--- src/rtl/viterbi_pkg.sv ---
// rtl/viterbi_pkg.sv - shared constants, typedefs and trellis helpers for the K=3 rate-1/2 Viterbi decoder
//
// Purpose: code constants (generators 7,5 octal), default widths and
//          trellis table helpers used by the ACS stage and its butterflies.
// Ports:   none (package).
package viterbi_pkg;

   localparam int NUM_STATES = 4;
   localparam int BM_W_DEF   = 2;
   localparam int PM_W_DEF   = 6;

   // Generator taps over the encoder window {u, u[n-1], u[n-2]}.
   localparam logic [2:0] G0 = 3'b111;
   localparam logic [2:0] G1 = 3'b101;

   typedef logic [BM_W_DEF-1:0] bm_t;
   typedef logic [PM_W_DEF-1:0] pm_t;
   typedef logic [1:0]          state_t;

   // Expected code symbol {c0,c1} when input u is shifted into state s.
   function automatic logic [1:0] exp_sym(input state_t s, input logic u);
      logic [2:0] window;
      window = {u, s};
      return {^(window & G0), ^(window & G1)};
   endfunction

   // Predecessor of next-state ns: ns={u,p} is reached from {p,sel}.
   function automatic state_t pred_of(input state_t ns, input logic sel);
      return {ns[0], sel};
   endfunction

endpackage

--- src/rtl/viterbi_acs_butterfly.sv ---
// rtl/viterbi_acs_butterfly.sv - two ACS nodes sharing the predecessor pair {P,0}/{P,1}
//
// Purpose: computes the saturating add-compare-select for next states
//          {0,P} (lo) and {1,P} (hi) from predecessors 2P (a) and 2P+1 (b).
// Ports:
//   pm_a, pm_b      in   PM_W       metrics of predecessors 2P and 2P+1
//   bm              in   4 x BM_W   branch metrics indexed by symbol {c0,c1}
//   pm_lo, pm_hi    out  PM_W       selected metrics for next states P and 2+P
//   dec_lo, dec_hi  out  1          decision (LSB of chosen predecessor)
module viterbi_acs_butterfly
   import viterbi_pkg::*;
#(
   parameter int P    = 0,
   parameter int BM_W = BM_W_DEF,
   parameter int PM_W = PM_W_DEF
)(
   input  logic [PM_W-1:0]        pm_a,
   input  logic [PM_W-1:0]        pm_b,
   input  logic [3:0][BM_W-1:0]   bm,
   output logic [PM_W-1:0]        pm_lo,
   output logic [PM_W-1:0]        pm_hi,
   output logic                   dec_lo,
   output logic                   dec_hi
);

   localparam logic [1:0] SYM_A_LO = exp_sym(2'(2*P),     1'b0);
   localparam logic [1:0] SYM_B_LO = exp_sym(2'(2*P + 1), 1'b0);
   localparam logic [1:0] SYM_A_HI = exp_sym(2'(2*P),     1'b1);
   localparam logic [1:0] SYM_B_HI = exp_sym(2'(2*P + 1), 1'b1);

   function automatic logic [PM_W-1:0] add_sat(input logic [PM_W-1:0] pm,
                                               input logic [BM_W-1:0] b);
      logic [PM_W:0] sum;
      sum = {1'b0, pm} + (PM_W+1)'(b);
      return sum[PM_W] ? '1 : sum[PM_W-1:0];
   endfunction

   logic [PM_W-1:0] cand_a_lo, cand_b_lo, cand_a_hi, cand_b_hi;

   always_comb begin
      cand_a_lo = add_sat(pm_a, bm[SYM_A_LO]);
      cand_b_lo = add_sat(pm_b, bm[SYM_B_LO]);
      cand_a_hi = add_sat(pm_a, bm[SYM_A_HI]);
      cand_b_hi = add_sat(pm_b, bm[SYM_B_HI]);
      // Strict compare: ties keep the lower-index predecessor.
      dec_lo = (cand_b_lo < cand_a_lo);
      dec_hi = (cand_b_hi < cand_a_hi);
      pm_lo  = dec_lo ? cand_b_lo : cand_a_lo;
      pm_hi  = dec_hi ? cand_b_hi : cand_a_hi;
   end

endmodule

--- src/rtl/viterbi_acs_unit.sv ---
// rtl/viterbi_acs_unit.sv - path-metric ACS stage, rate 1/2, K=3, generators 7,5
//
// Purpose: on each path_enable strobe combines four branch metrics with the
//          stored state metrics, registers normalised new metrics and emits a
//          4-bit survivor decision word one cycle later.
// Optional feature: define ACS_BEST_STATE_EN to register best_state as the
//          argmin of the new metrics; otherwise best_state is tied to 0.
// Ports:
//   CLK, RST                    in   clock (rising), async reset active-low
//   frame_start                 in   re-initialise metrics and step counter
//   path_enable                 in   perform one ACS step
//   bm_00, bm_01, bm_10, bm_11  in   branch metrics per expected symbol
//   survivor                    out  decision per next state
//   survivor_valid              out  pulse, survivor holds the step result
//   frame_done                  out  pulse with the last step of a frame
//   best_state                  out  start state for traceback
module viterbi_acs_unit
   import viterbi_pkg::*;
#(
   parameter int BM_W    = BM_W_DEF,
   parameter int PM_W    = PM_W_DEF,
   parameter int INIT_PM = 16,
   parameter int SEQ_NUM = 64
)(
   input  logic            CLK,
   input  logic            RST,
   input  logic            frame_start,
   input  logic            path_enable,
   input  logic [BM_W-1:0] bm_00,
   input  logic [BM_W-1:0] bm_01,
   input  logic [BM_W-1:0] bm_10,
   input  logic [BM_W-1:0] bm_11,
   output logic [3:0]      survivor,
   output logic            survivor_valid,
   output logic            frame_done,
   output logic [1:0]      best_state
);

   localparam int CNT_W = (SEQ_NUM > 1) ? $clog2(SEQ_NUM) : 1;
   localparam logic [PM_W-1:0] HALF = PM_W'(1) << (PM_W-1);

   logic [PM_W-1:0]      pm_q   [NUM_STATES];
   logic [PM_W-1:0]      src    [NUM_STATES];
   logic [PM_W-1:0]      acs    [NUM_STATES];
   logic [PM_W-1:0]      nxt    [NUM_STATES];
   logic [3:0]           dec;
   logic [3:0][BM_W-1:0] bm_vec;
   logic                 all_high;
   logic [CNT_W-1:0]     step_cnt;
   logic [CNT_W-1:0]     cur_step;
   logic                 last_step;

   function automatic logic [PM_W-1:0] init_pm(input int s);
      return (s == 0) ? '0 : PM_W'(INIT_PM);
   endfunction

   assign bm_vec = {bm_11, bm_10, bm_01, bm_00};

   // A coincident frame_start makes this step read the init metrics.
   always_comb begin
      for (int i = 0; i < NUM_STATES; i++) begin
         src[i] = frame_start ? init_pm(i) : pm_q[i];
      end
   end

   viterbi_acs_butterfly #(.P(0), .BM_W(BM_W), .PM_W(PM_W)) u_bfly0 (
      .pm_a   (src[0]),
      .pm_b   (src[1]),
      .bm     (bm_vec),
      .pm_lo  (acs[0]),
      .pm_hi  (acs[2]),
      .dec_lo (dec[0]),
      .dec_hi (dec[2])
   );

   viterbi_acs_butterfly #(.P(1), .BM_W(BM_W), .PM_W(PM_W)) u_bfly1 (
      .pm_a   (src[2]),
      .pm_b   (src[3]),
      .bm     (bm_vec),
      .pm_lo  (acs[1]),
      .pm_hi  (acs[3]),
      .dec_lo (dec[1]),
      .dec_hi (dec[3])
   );

   // When every metric has its MSB set, clearing it subtracts HALF from all.
   always_comb begin
      all_high = acs[0][PM_W-1] & acs[1][PM_W-1] & acs[2][PM_W-1] & acs[3][PM_W-1];
      for (int i = 0; i < NUM_STATES; i++) begin
         nxt[i] = all_high ? (acs[i] & ~HALF) : acs[i];
      end
   end

   assign cur_step  = frame_start ? '0 : step_cnt;
   assign last_step = (cur_step == CNT_W'(SEQ_NUM - 1));

   always_ff @(posedge CLK or negedge RST) begin
      if (!RST) begin
         for (int i = 0; i < NUM_STATES; i++) begin
            pm_q[i] <= init_pm(i);
         end
         survivor       <= '0;
         survivor_valid <= 1'b0;
         frame_done     <= 1'b0;
         step_cnt       <= '0;
      end else begin
         survivor_valid <= 1'b0;
         frame_done     <= 1'b0;
         if (path_enable) begin
            survivor       <= dec;
            survivor_valid <= 1'b1;
            if (last_step) begin
               frame_done <= 1'b1;
               step_cnt   <= '0;
               for (int i = 0; i < NUM_STATES; i++) begin
                  pm_q[i] <= init_pm(i);
               end
            end else begin
               step_cnt <= cur_step + CNT_W'(1);
               for (int i = 0; i < NUM_STATES; i++) begin
                  pm_q[i] <= nxt[i];
               end
            end
         end else if (frame_start) begin
            step_cnt <= '0;
            for (int i = 0; i < NUM_STATES; i++) begin
               pm_q[i] <= init_pm(i);
            end
         end
      end
   end

`ifdef ACS_BEST_STATE_EN
   logic [1:0]      best_nxt;
   logic [PM_W-1:0] best_val;

   // Argmin of the step's metrics, lowest index on ties. Normalisation
   // shifts all metrics equally, so ordering is unaffected.
   always_comb begin
      best_nxt = 2'd0;
      best_val = nxt[0];
      for (int i = 1; i < NUM_STATES; i++) begin
         if (nxt[i] < best_val) begin
            best_nxt = 2'(i);
            best_val = nxt[i];
         end
      end
   end

   always_ff @(posedge CLK or negedge RST) begin
      if (!RST) begin
         best_state <= 2'd0;
      end else if (path_enable) begin
         best_state <= best_nxt;
      end else if (frame_start) begin
         best_state <= 2'd0;
      end
   end
`else
   assign best_state = 2'b00;
`endif

endmodule

--- config.mk ---
export PLATFORM = sky130hd
export DESIGN_NAME = viterbi_acs_unit
export DESIGN_NICKNAME = d
export VERILOG_FILES = /design/src/rtl/viterbi_pkg.sv /design/src/rtl/viterbi_acs_butterfly.sv /design/src/rtl/viterbi_acs_unit.sv
export SDC_FILE = /design/constraint.sdc
export NUM_CORES = 1
export LEC_CHECK = 0
export ABC_AREA = 0
export ABC_CLOCK_PERIOD_IN_PS = 3250
export CORE_MARGIN = 5
export CORE_UTILIZATION = 36
export DETAILED_ROUTE_END_ITERATION = 7
export MAX_ROUTING_LAYER = met4
export PLACE_DENSITY = 0.55
export SLEW_MARGIN = 20
export SYNTH_ARGS = -nofsm -noshare
export SYNTH_HDL_FRONTEND = slang
export SYNTH_HIERARCHICAL = 1
export SYNTH_SLANG_ARGS = --single-unit
--- constraint.sdc ---
create_clock -name CLK -period 3.25 [get_ports CLK]
set_input_delay 0.65 -clock CLK [delete_from_list [all_inputs] [get_ports CLK]]
set_output_delay 0.65 -clock CLK [all_outputs]
set_load 0.02 [all_outputs]
==> flow_summary.toml, run 1 <==
[status]
outcome = "complete, but fails checks"
violations = "setup timing"

[global_route]
grt.overflow.total = 0
antenna_found_initial = 0
grt_pass1_vias = 3745
grt_max_degree = 37
grt_util_all_layers_pct = 17.67
grt_pass1_wl_um = 18420

[timing]
rsz0062_at_grt = "yes"
setup_slack_ns = -0.2014
maxSlewHeadroom_pct = 37.35
min_period_ns = 3.451
max_freq_mhz = 289.7
clock_skew_ns = 0.01441
holdWs_ns = 0.4605
final_max_slew_viol_count = 0
hold_violations = 0
setup_violations = 24
worst_pin_slew_ns = 0.9388
period_share_pct = 106.2

[clock_tree]
numCtsBuffers = 5
clk-insertion-delay-late_ns = 0.29
root_buffer = "clkbuf_8"
cts_tree = "built"
cts_sinks = 36
htreeDepth = 2
clk_path_buf_depth = 2
clkTransAtPathRegs_ns = 0.09

[layout]
fillers = 912
final_area_um2 = 6037
final_common_cell = "buf_4"
diodes = 0
drive_above_1_share_pct = 50.00
nets = 655
area_delta_synth_final_pct = 53.47
layout.cells.non_filler = 738
layout_common_cells = "buf_4 (128), nand2_1 (37), dfrtp_1 (33), inv_1 (28), nor2_1 (22)"

[synthesis]
yosys_warnings = 6
seq_area_frac_synth_pct = 23.00
synthesis.area_um2 = 3934
avgSynthCellArea_um2 = 8.665
ys_ff_latch = 36
ys_types = 52
synth_cells = 454

[power_and_ir_drop]
p_total_mw = 2.517
peakVddDrop_v = 0.0002039
p_per_area_nw_per_um2 = 417.0
leakage_nw = 2.759

[worst_setup_path]
cp-end-kind = "register"
startpoint = "frame_start"
cp.required_ns = 3.43
worstSetupPathType = "in -> reg"
reg2reg_depth = 13
arrival_ns = 3.63
r2r_start = "pm_q[0]"
cp_max_fo = 6
cp-start-kind = "input pin"

[place]
hpwl_um = 8106
dp.cells = 698
finalWeightedCongestion = 0.9014
place_area_um2 = 4997
portBuffers = 17
dp_slack_ns = -1.036

[route]
vias = 3779
drt_iter0_markers = 149
detail-route-antenna-nets = 0
wl_um = 11850
drc_errors = 0
via_per_inst = 5.121
wl_per_cell_um = 16.06
drt-pass1-iter-count = 5

[worst_hold_path]
hold_path_class = "in -> async"

[floorplanning]
core-area_um2 = 10790
row_count = 38
dieArea_um2 = 13120
die_h_um = 114.5
io_pins = 20
start_util_pct = 36.45
die_w_um = 114.5

[run]
drv_cap = 0
==> cells by family after synthesis <==
family	count (synthesis)	share of synthesized area, %
compound gates	103	18.80
xor+xnor	6	1.336
fa+ha+maj	45	15.84
buf+inv	61	8.111
flops	36	23.00
mux	37	9.701
other cells	1	0.09533
simple gates	165	23.12
==> critical path, cell delays in order <==
cell	delay, ns
buf_12	0.10
buf_12	0.12
buf_16	0.13
buf_8	0.13
nor2b_4	0.25
ha_4	0.25
a21o_1	0.19
nand2_1	0.08
xor2_1	0.15
and2_4	0.17
inv_2	0.04
ha_4	0.25
nand2_4	0.07
nor2_4	0.04
o21a_1	0.13
a21oi_4	0.22
mux2i_4	0.32
nand3_1	0.10
a41o_1	0.24
==> state kept, by name (all words and copies together), names as in the netlist <==
register        cells
pm_q               24
step_cnt            6
survivor            4
frame_done          1
survivor_valid      1
==> layer usage <==
metal / global-route usage, % / share of wire [%] / up-vias
met5: - / 0 / -
met2: 29.49 / 50 / 56
met4: 1.742 / 0.53 / 0
met3: 1.956 / 3.2 / 6
li1: - / - / 1877
met1: 23.98 / 47 / 1840
==> cells in the mapped netlist, drive strengths merged <==
| cell | count | area [µm²] |
|---|---|---|
| a21o | 11 | 83.83 |
| a21oi | 21 | 150.1 |
| a2bb2oi | 1 | 8.760 |
| a31oi | 13 | 81.33 |
| a41o | 4 | 40.04 |
| and2 | 13 | 91.33 |
| and2b | 5 | 37.54 |
| and3 | 2 | 15.01 |
| and3b | 4 | 35.03 |
| and4 | 2 | 22.52 |
| buf | 20 | 163.9 |
| clkbuf | 3 | 12.51 |
| conb | 1 | 3.750 |
| dfrtp | 33 | 825.8 |
| dfstp | 3 | 78.83 |
| fa | 8 | 160.2 |
| ha | 37 | 462.9 |
| inv | 38 | 142.6 |
| mux2 | 9 | 101.4 |
| mux2i | 28 | 280.3 |
| nand2 | 45 | 183.9 |
| nand2b | 3 | 18.77 |
| nand3 | 15 | 75.07 |
| nand3b | 1 | 7.510 |
| nand4 | 5 | 37.53 |
| nor2 | 31 | 118.9 |
| nor2b | 26 | 162.7 |
| nor3b | 2 | 15.01 |
| o211ai | 1 | 7.510 |
| o21a | 6 | 45.04 |
| o21ai | 21 | 105.1 |
| o21bai | 2 | 15.01 |
| o2bb2ai | 17 | 148.9 |
| o31a | 6 | 53.80 |
| or2 | 6 | 37.54 |
| or3 | 1 | 6.260 |
| or4 | 4 | 45.04 |
| xnor2 | 2 | 17.52 |
| xor2 | 4 | 35.03 |
==> power by group <==
| part | internal (mW) | switching, mW |
|---|---|---|
| sequential | 0.528 | 0.0274 |
| combinational | 0.873 | 0.769 |
| clock | 0.146 | 0.175 |
| total | 1.55 | 0.971 |
==> worst paths after layout <==
check | slack (ns) | end
min | 0.46 | survivor[1]
min reg2reg | 0.52 | survivor[2]
max reg2reg | -0.03 | pm_q[17]
max in group asynchronous | 2.23 | pm_q[3]
min in group CLK | 0.52 | survivor[2]
max | -0.20 | pm_q[17]
==> area by class of cell <==
class | count | area, µm² | share of cell area (%)
clock inverters | 2 | 12.51 | 0.2073
flip-flops and latches | 36 | 904.6 | 14.98
clock buffers | 5 | 68.82 | 1.140
inverters | 38 | 145.1 | 2.404
multi-input cells | 358 | 3408 | 56.46
well taps | 140 | 175.2 | 2.902
repair buffers | 159 | 1323 | 21.91
==> repair_timing <==
item	in CTS	in global routing
gates resized for setup	84	76
cloned	1	0
hold buffers	0	0
buffers inserted	16	17
pin swaps	48	51
endpoints found under the setup margin	28	28
==> stage by stage <==
step	setup TNS, ns	utilization (%)
final	-1.978	55.94
after global routing	-4.749	55.94
after CTS	-1.558	51.34
after detailed placement	-23.52	46.30
after global placement	-22.20	46.30
after floorplan	-4.001	-
Power figures use the tool's default switching activity.
==> run 2, diff against run 1 <==
--- a/config.mk
+++ b/config.mk
@@ -12,6 +12,7 @@
 export DETAILED_ROUTE_END_ITERATION = 7
 export MAX_ROUTING_LAYER = met4
 export PLACE_DENSITY = 0.55
+export RECOVER_POWER = 100
 export SLEW_MARGIN = 20
 export SYNTH_ARGS = -nofsm -noshare
 export SYNTH_HDL_FRONTEND = slang
==> run 2 against run 1 <==
First-iteration DRC count stayed put. Global-route usage stayed put. Sequential share of layout area hardly changed. Worst hold slack better by 0.056 ns. Combinational power hardly changed. Critical endpoint unchanged. The flow finishes with violations (capacitance limit, slew limit, setup timing). Critical path type unchanged. Register-to-register slack hardly changed. Largest power group unchanged.
==> flow_summary.toml, run 2 (synthesis gave the netlist of run 1 again) <==
[status]
outcome = "complete, but fails checks"
violations = "capacitance limit, slew limit, setup timing"

[timing]
period_share_pct = 106.2
setup_violations = 24
max_freq_mhz = 289.7
maxSlewHeadroom_pct = -38.66
rsz0062_at_grt = "yes"
min_period_ns = 3.451
setup-tns-final_ns = -1.981
setup_slack_ns = -0.2014
final_max_slew_viol_count = 37
clock_skew_ns = 0.01441
hold_violations = 0
worst_pin_slew_ns = 2.080

[worst_setup_path]
r2r_start = "pm_q[0]"
worstSetupPathType = "in -> reg"
cp_max_fo = 6
cp_top_family = "compound AO/OA/AOI/OAI gates"
cp.buffers_inverters = 5
r2r_slack_ns = -0.03
arrival_ns = 3.63
cp-end-kind = "register"
cp_cell_sequence = "buf_12, buf_12, buf_16, buf_8, nor2b_4, ha_4, a21o_1, nand2_1, xor2_1, and2_4, inv_2, ha_4, nand2_4, nor2_4, o21a_1, a21oi_4, mux2i_4, nand3_1, a41o_1"
slowest_stage = "mux2i_4"
startpoint = "frame_start"
cp-start-kind = "input pin"
cp.required_ns = 3.43
cp_slowest_stage_delay_ns = 0.32

[route]
wl_met1_um = 5527
drt-pass1-iter-count = 5
drt_iter0_markers = 149
via_per_inst = 5.122
vias = 3780
wl_met2_um = 5874
routed.top_layer = "met4"
wl_per_cell_um = 16.05
drc_errors = 0
wl_um = 11850
detail-route-antenna-nets = 0
met3_length_um = 383

[place]
place_area_um2 = 4997
hpwl_um = 8106
finalWeightedCongestion = 0.9014
portBuffers = 17

[layout]
largest-register = "pm_q"
final_area_um2 = 6036
area_delta_synth_final_pct = 53.44
largestRegisters = "pm_q x24, step_cnt x6, survivor x4"
final_common_cell = "buf_4"
drive_above_1_share_pct = 49.83
diodes = 0
nets = 655
layout_common_cells = "buf_4 (128), nand2_1 (37), dfrtp_1 (33), inv_1 (28), nor2_1 (22)"
largest_reg_flops = 24

[clock_tree]
clk-insertion-delay-late_ns = 0.29
numCtsBuffers = 5
htreeDepth = 2
cts_sinks = 36
clkTransAtPathRegs_ns = 0.08
clk_path_buf_depth = 2
root_buffer = "clkbuf_8"
cts_tree = "built"
cts-hold-fix-buffers = 0

[global_route]
grt_util_all_layers_pct = 17.67
grt.overflow.total = 0
antenna_found_initial = 0
grt_pass1_wl_um = 18420
grt_max_degree = 37
grt_pass1_vias = 3745

[worst_hold_path]
hold_path.startpoint = "survivor[2]"
hold_path_class = "reg -> reg"

[power_and_ir_drop]
peakVddDrop_v = 0.0002039
leakage_nw = 2.756
p_per_area_nw_per_um2 = 417.0

[floorplanning]
core-area_um2 = 10790
dieArea_um2 = 13120
start_util_pct = 36.45
die_w_um = 114.5
io_pins = 20
row_count = 38
die_h_um = 114.5

[run]
drv_cap = 1
## run 2: changes by cell type in the layout (fill, tap and decap cells not counted), sizes merged
cell    delta
buf        -1
clkbuf     +1
## run 2: worst paths after layout
kind,cells past startpoint,endpoint
max,19,pm_q[17]
min,1,survivor[2]
max reg2reg,13,pm_q[17]
min reg2reg,1,survivor[2]
max in group asynchronous,1,pm_q[3]
min in group asynchronous,1,survivor[1]
## run 2: repair_timing
item                       CTS  global route
resized for setup           84            76
setup endpoints to repair   28            28
pin swaps                   48            51
gates cloned                 1             0
buffers inserted            16            17
## run 2: power by group
part           switching, mW  internal (mW)  total [mW]
clock network          0.175          0.146       0.320
registers             0.0274          0.528       0.556
logic                  0.768          0.873        1.64
## run 2: worst reg2reg max path, cell delays in order, from the launching register on
cell and delay, ns:
dfrtp_1 0.37, nor2b_2 0.19, ha_1 0.25, fa_2 0.36
buf_4 0.14, and2_4 0.14, nor2_2 0.13, inv_1 0.06
ha_2 0.18, or4_4 0.49, a21oi_4 0.21, mux2i_4 0.32
nand3_1 0.10, a41o_1 0.24
## run 2: area by class of cell
| type | instances | area [µm²] |
|---|---|---|
| Fill cell | 913 | 4757 |
| Clock inverter | 2 | 12.51 |
| Inverter | 38 | 145.1 |
| Clock buffer | 5 | 68.82 |
| Tap cell | 140 | 175.2 |
| Sequential cell | 36 | 904.6 |
| Multi-Input combinational cell | 358 | 3408 |
| Timing Repair Buffer | 159 | 1321 |
## run 2: metrics by stage
step           worst slack (ns)  power (mW)  hold slack [ns]  instances  utilization (%)
2_1_floorplan           -0.4237       1.332           0.3544        455                -
3_3_place_gp            -0.9665       1.764           0.5004        698            46.30
3_5_place_dp             -1.036       1.784           0.5000        698            46.30
4_1_cts                 -0.1697       2.300           0.4919        722            51.34
5_1_grt                 -0.3382       2.684           0.5557        738            55.92
6_report                -0.2014       2.517           0.5161        738            55.92
## run 2: per-layer routing
layer | up-vias | global-route usage, %
li1 | 1877 | -
met5 | - | -
met1 | 1841 | 23.98
met2 | 56 | 29.49
met3 | 6 | 1.956
met4 | 0 | 1.742
==> run 3, diff against run 2 <==
--- a/config.mk
+++ b/config.mk
@@ -7,6 +7,7 @@
 export LEC_CHECK = 0
 export ABC_AREA = 0
 export ABC_CLOCK_PERIOD_IN_PS = 3250
+export CORE_ASPECT_RATIO = 0.9
 export CORE_MARGIN = 5
 export CORE_UTILIZATION = 36
 export DETAILED_ROUTE_END_ITERATION = 7
==> run 3 against run 2 <==
The flow still finishes with violations (capacitance limit, slew limit, setup timing). Worst hold slack got worse by 0.012 ns. Via count shrank 0.34%. Clock skew down 0.010 ns. Routed wire length fell by 5.0%. Die area is essentially flat. First-iteration DRC count is 28% higher. Global-route usage grew 0.24 points. Register-to-register slack improved by 0.13 ns. Total power down 0.46%. Largest power group unchanged. Highest routed layer unchanged.
==> flow_summary.toml, run 3 (synthesis gave the netlist of run 1 again) <==
[worst_hold_path]
hold_path_class = "reg -> reg"
hold_path.startpoint = "survivor[1]"
hold_depth = 1

[status]
violations = "capacitance limit, slew limit, setup timing"
outcome = "complete, but fails checks"

[timing]
hold_violations = 0
period_share_pct = 105.5
min_period_ns = 3.427
max_freq_mhz = 291.8
setup_slack_ns = -0.1773
clock_skew_ns = 0.004366
rsz0062_at_grt = "yes"
final_max_slew_viol_count = 37
setup_violations = 15
worst_pin_slew_ns = 2.063
maxSlewHeadroom_pct = -37.52

[worst_setup_path]
reg2reg_depth = 14
r2r_start = "pm_q[12]"
cp.required_ns = 3.45
cp_slowest_stage_delay_ns = 0.36
cp-end-kind = "register"
cp_cell_sequence = "buf_12, buf_12, and2b_2, ha_2, inv_2, fa_2, and3b_2, mux2i_2, ha_1, nand4_1, nor2_2, a21oi_4, buf_6, mux2i_1, nand2_1, o2bb2ai_1"
startpoint = "frame_start"
arrival_ns = 3.62
cp_max_fo = 7
slowest_stage = "fa_2"
worstSetupPathType = "in -> reg"
cp-start-kind = "input pin"
crit_top_cell = "buf_12"

[floorplanning]
dieArea_um2 = 13120
start_util_pct = 36.54
die_h_um = 109.2
row_count = 36
die_w_um = 120.2
io_pins = 20
core-area_um2 = 10770

[route]
wl_um = 11250
drt-pass1-iter-count = 4
via_per_inst = 5.203
vias = 3767
detail-route-antenna-nets = 0
drt_iter0_markers = 190
wl_per_cell_um = 15.54
drc_errors = 0

[clock_tree]
root_buffer = "clkbuf_16"
cts-hold-fix-buffers = 0
clk-insertion-delay-late_ns = 0.28
numCtsBuffers = 5
htreeDepth = 2
clk_path_buf_depth = 2
cts_tree = "built"
clkTransAtPathRegs_ns = 0.06
cts_sinks = 36

[place]
hpwl_um = 8327
portBuffers = 17
finalWeightedCongestion = 0.9118
dp.cells = 688
dp_slack_ns = -1.041

[global_route]
grt_pass1_wl_um = 18420
grt_pass1_vias = 3828
antenna_found_initial = 0
grt_util_all_layers_pct = 17.91
grt_max_degree = 37
grt.overflow.total = 0

[layout]
largest_reg_flops = 24
diodes = 0
nets = 647
largestRegisters = "pm_q x24, step_cnt x6, survivor x4"
final_common_cell = "buf_4"
largest-register = "pm_q"
drive_above_1_share_pct = 43.32
layout_common_cells = "buf_4 (123), nand2_1 (40), dfrtp_1 (33), inv_1 (32)"
fillers = 991
layout.cells.non_filler = 724
area_delta_synth_final_pct = 44.50

[power_and_ir_drop]
peakVddDrop_v = 0.0002500
leakage_nw = 2.685
p_total_mw = 2.506
p_per_area_nw_per_um2 = 440.8

[run]
drv_cap = 1
## run 3: critical path, delay by kind of cell
family | cells | cell delay, ns
AND/OR/NAND/NOR | 5 | 0.84
adder cells (fa/ha/maj) | 3 | 0.83
multiplexers | 2 | 0.45
buffers and inverters | 4 | 0.43
AO/OA/AOI/OAI | 2 | 0.41
## run 3: worst paths after layout
check                                   end  slack [ns]
worst max-delay path               pm_q[20]       -0.18
worst min register to register  survivor[1]        0.50
worst max register to register     pm_q[20]        0.10
max in group asynchronous       step_cnt[1]        1.10
worst min-delay path            survivor[1]        0.50
min in group asynchronous          pm_q[21]        0.95
## run 3: where the power goes
part,switching (mW),internal [mW],leakage [nW]
logic,0.701,0.757,2.15
clock network,0.190,0.305,0.0701
registers,0.0226,0.529,0.469
total,0.914,1.59,2.68
## run 3: metal layers
metal	global-route usage (%)	up-vias	share of wire, %
met5	-	-	0
met4	3.516	0	0.99
met3	2.541	8	3.7
met2	30.04	57	49
met1	23.31	1840	47
li1	-	1862	-
## run 3: timing repair
item                                   CTS  global route
buffers inserted                        18            10
gates resized for setup                 85            28
setup endpoints to repair               28            28
pin swaps                               37            16
gates cloned                             1             0
endpoints found under the hold margin    0             0
## run 3: cell type report
type	instances	area (µm²)	area share, %
sequential	36	904.6	15.91
timing repair buffer	151	1216	21.40
clock inverter	1	7.507	0.1321
clock buffer	7	142.6	2.509
inverter	38	142.6	2.509
multi-input combinational	358	3104	54.61
tap	133	166.4	2.928
## run 3: through the flow
stage	TNS [ns]	utilization, %	area [µm²]	hold slack [ns]
2_1_floorplan	-4.001	-	4025	0.3544
3_3_place_gp	-22.00	46.13	4966	0.4921
3_5_place_dp	-22.76	46.13	4966	0.4982
4_1_cts	-1.321	51.59	5554	0.5160
5_1_grt	-4.291	52.80	5684	0.5274
6_report	-1.760	52.80	5684	0.5038
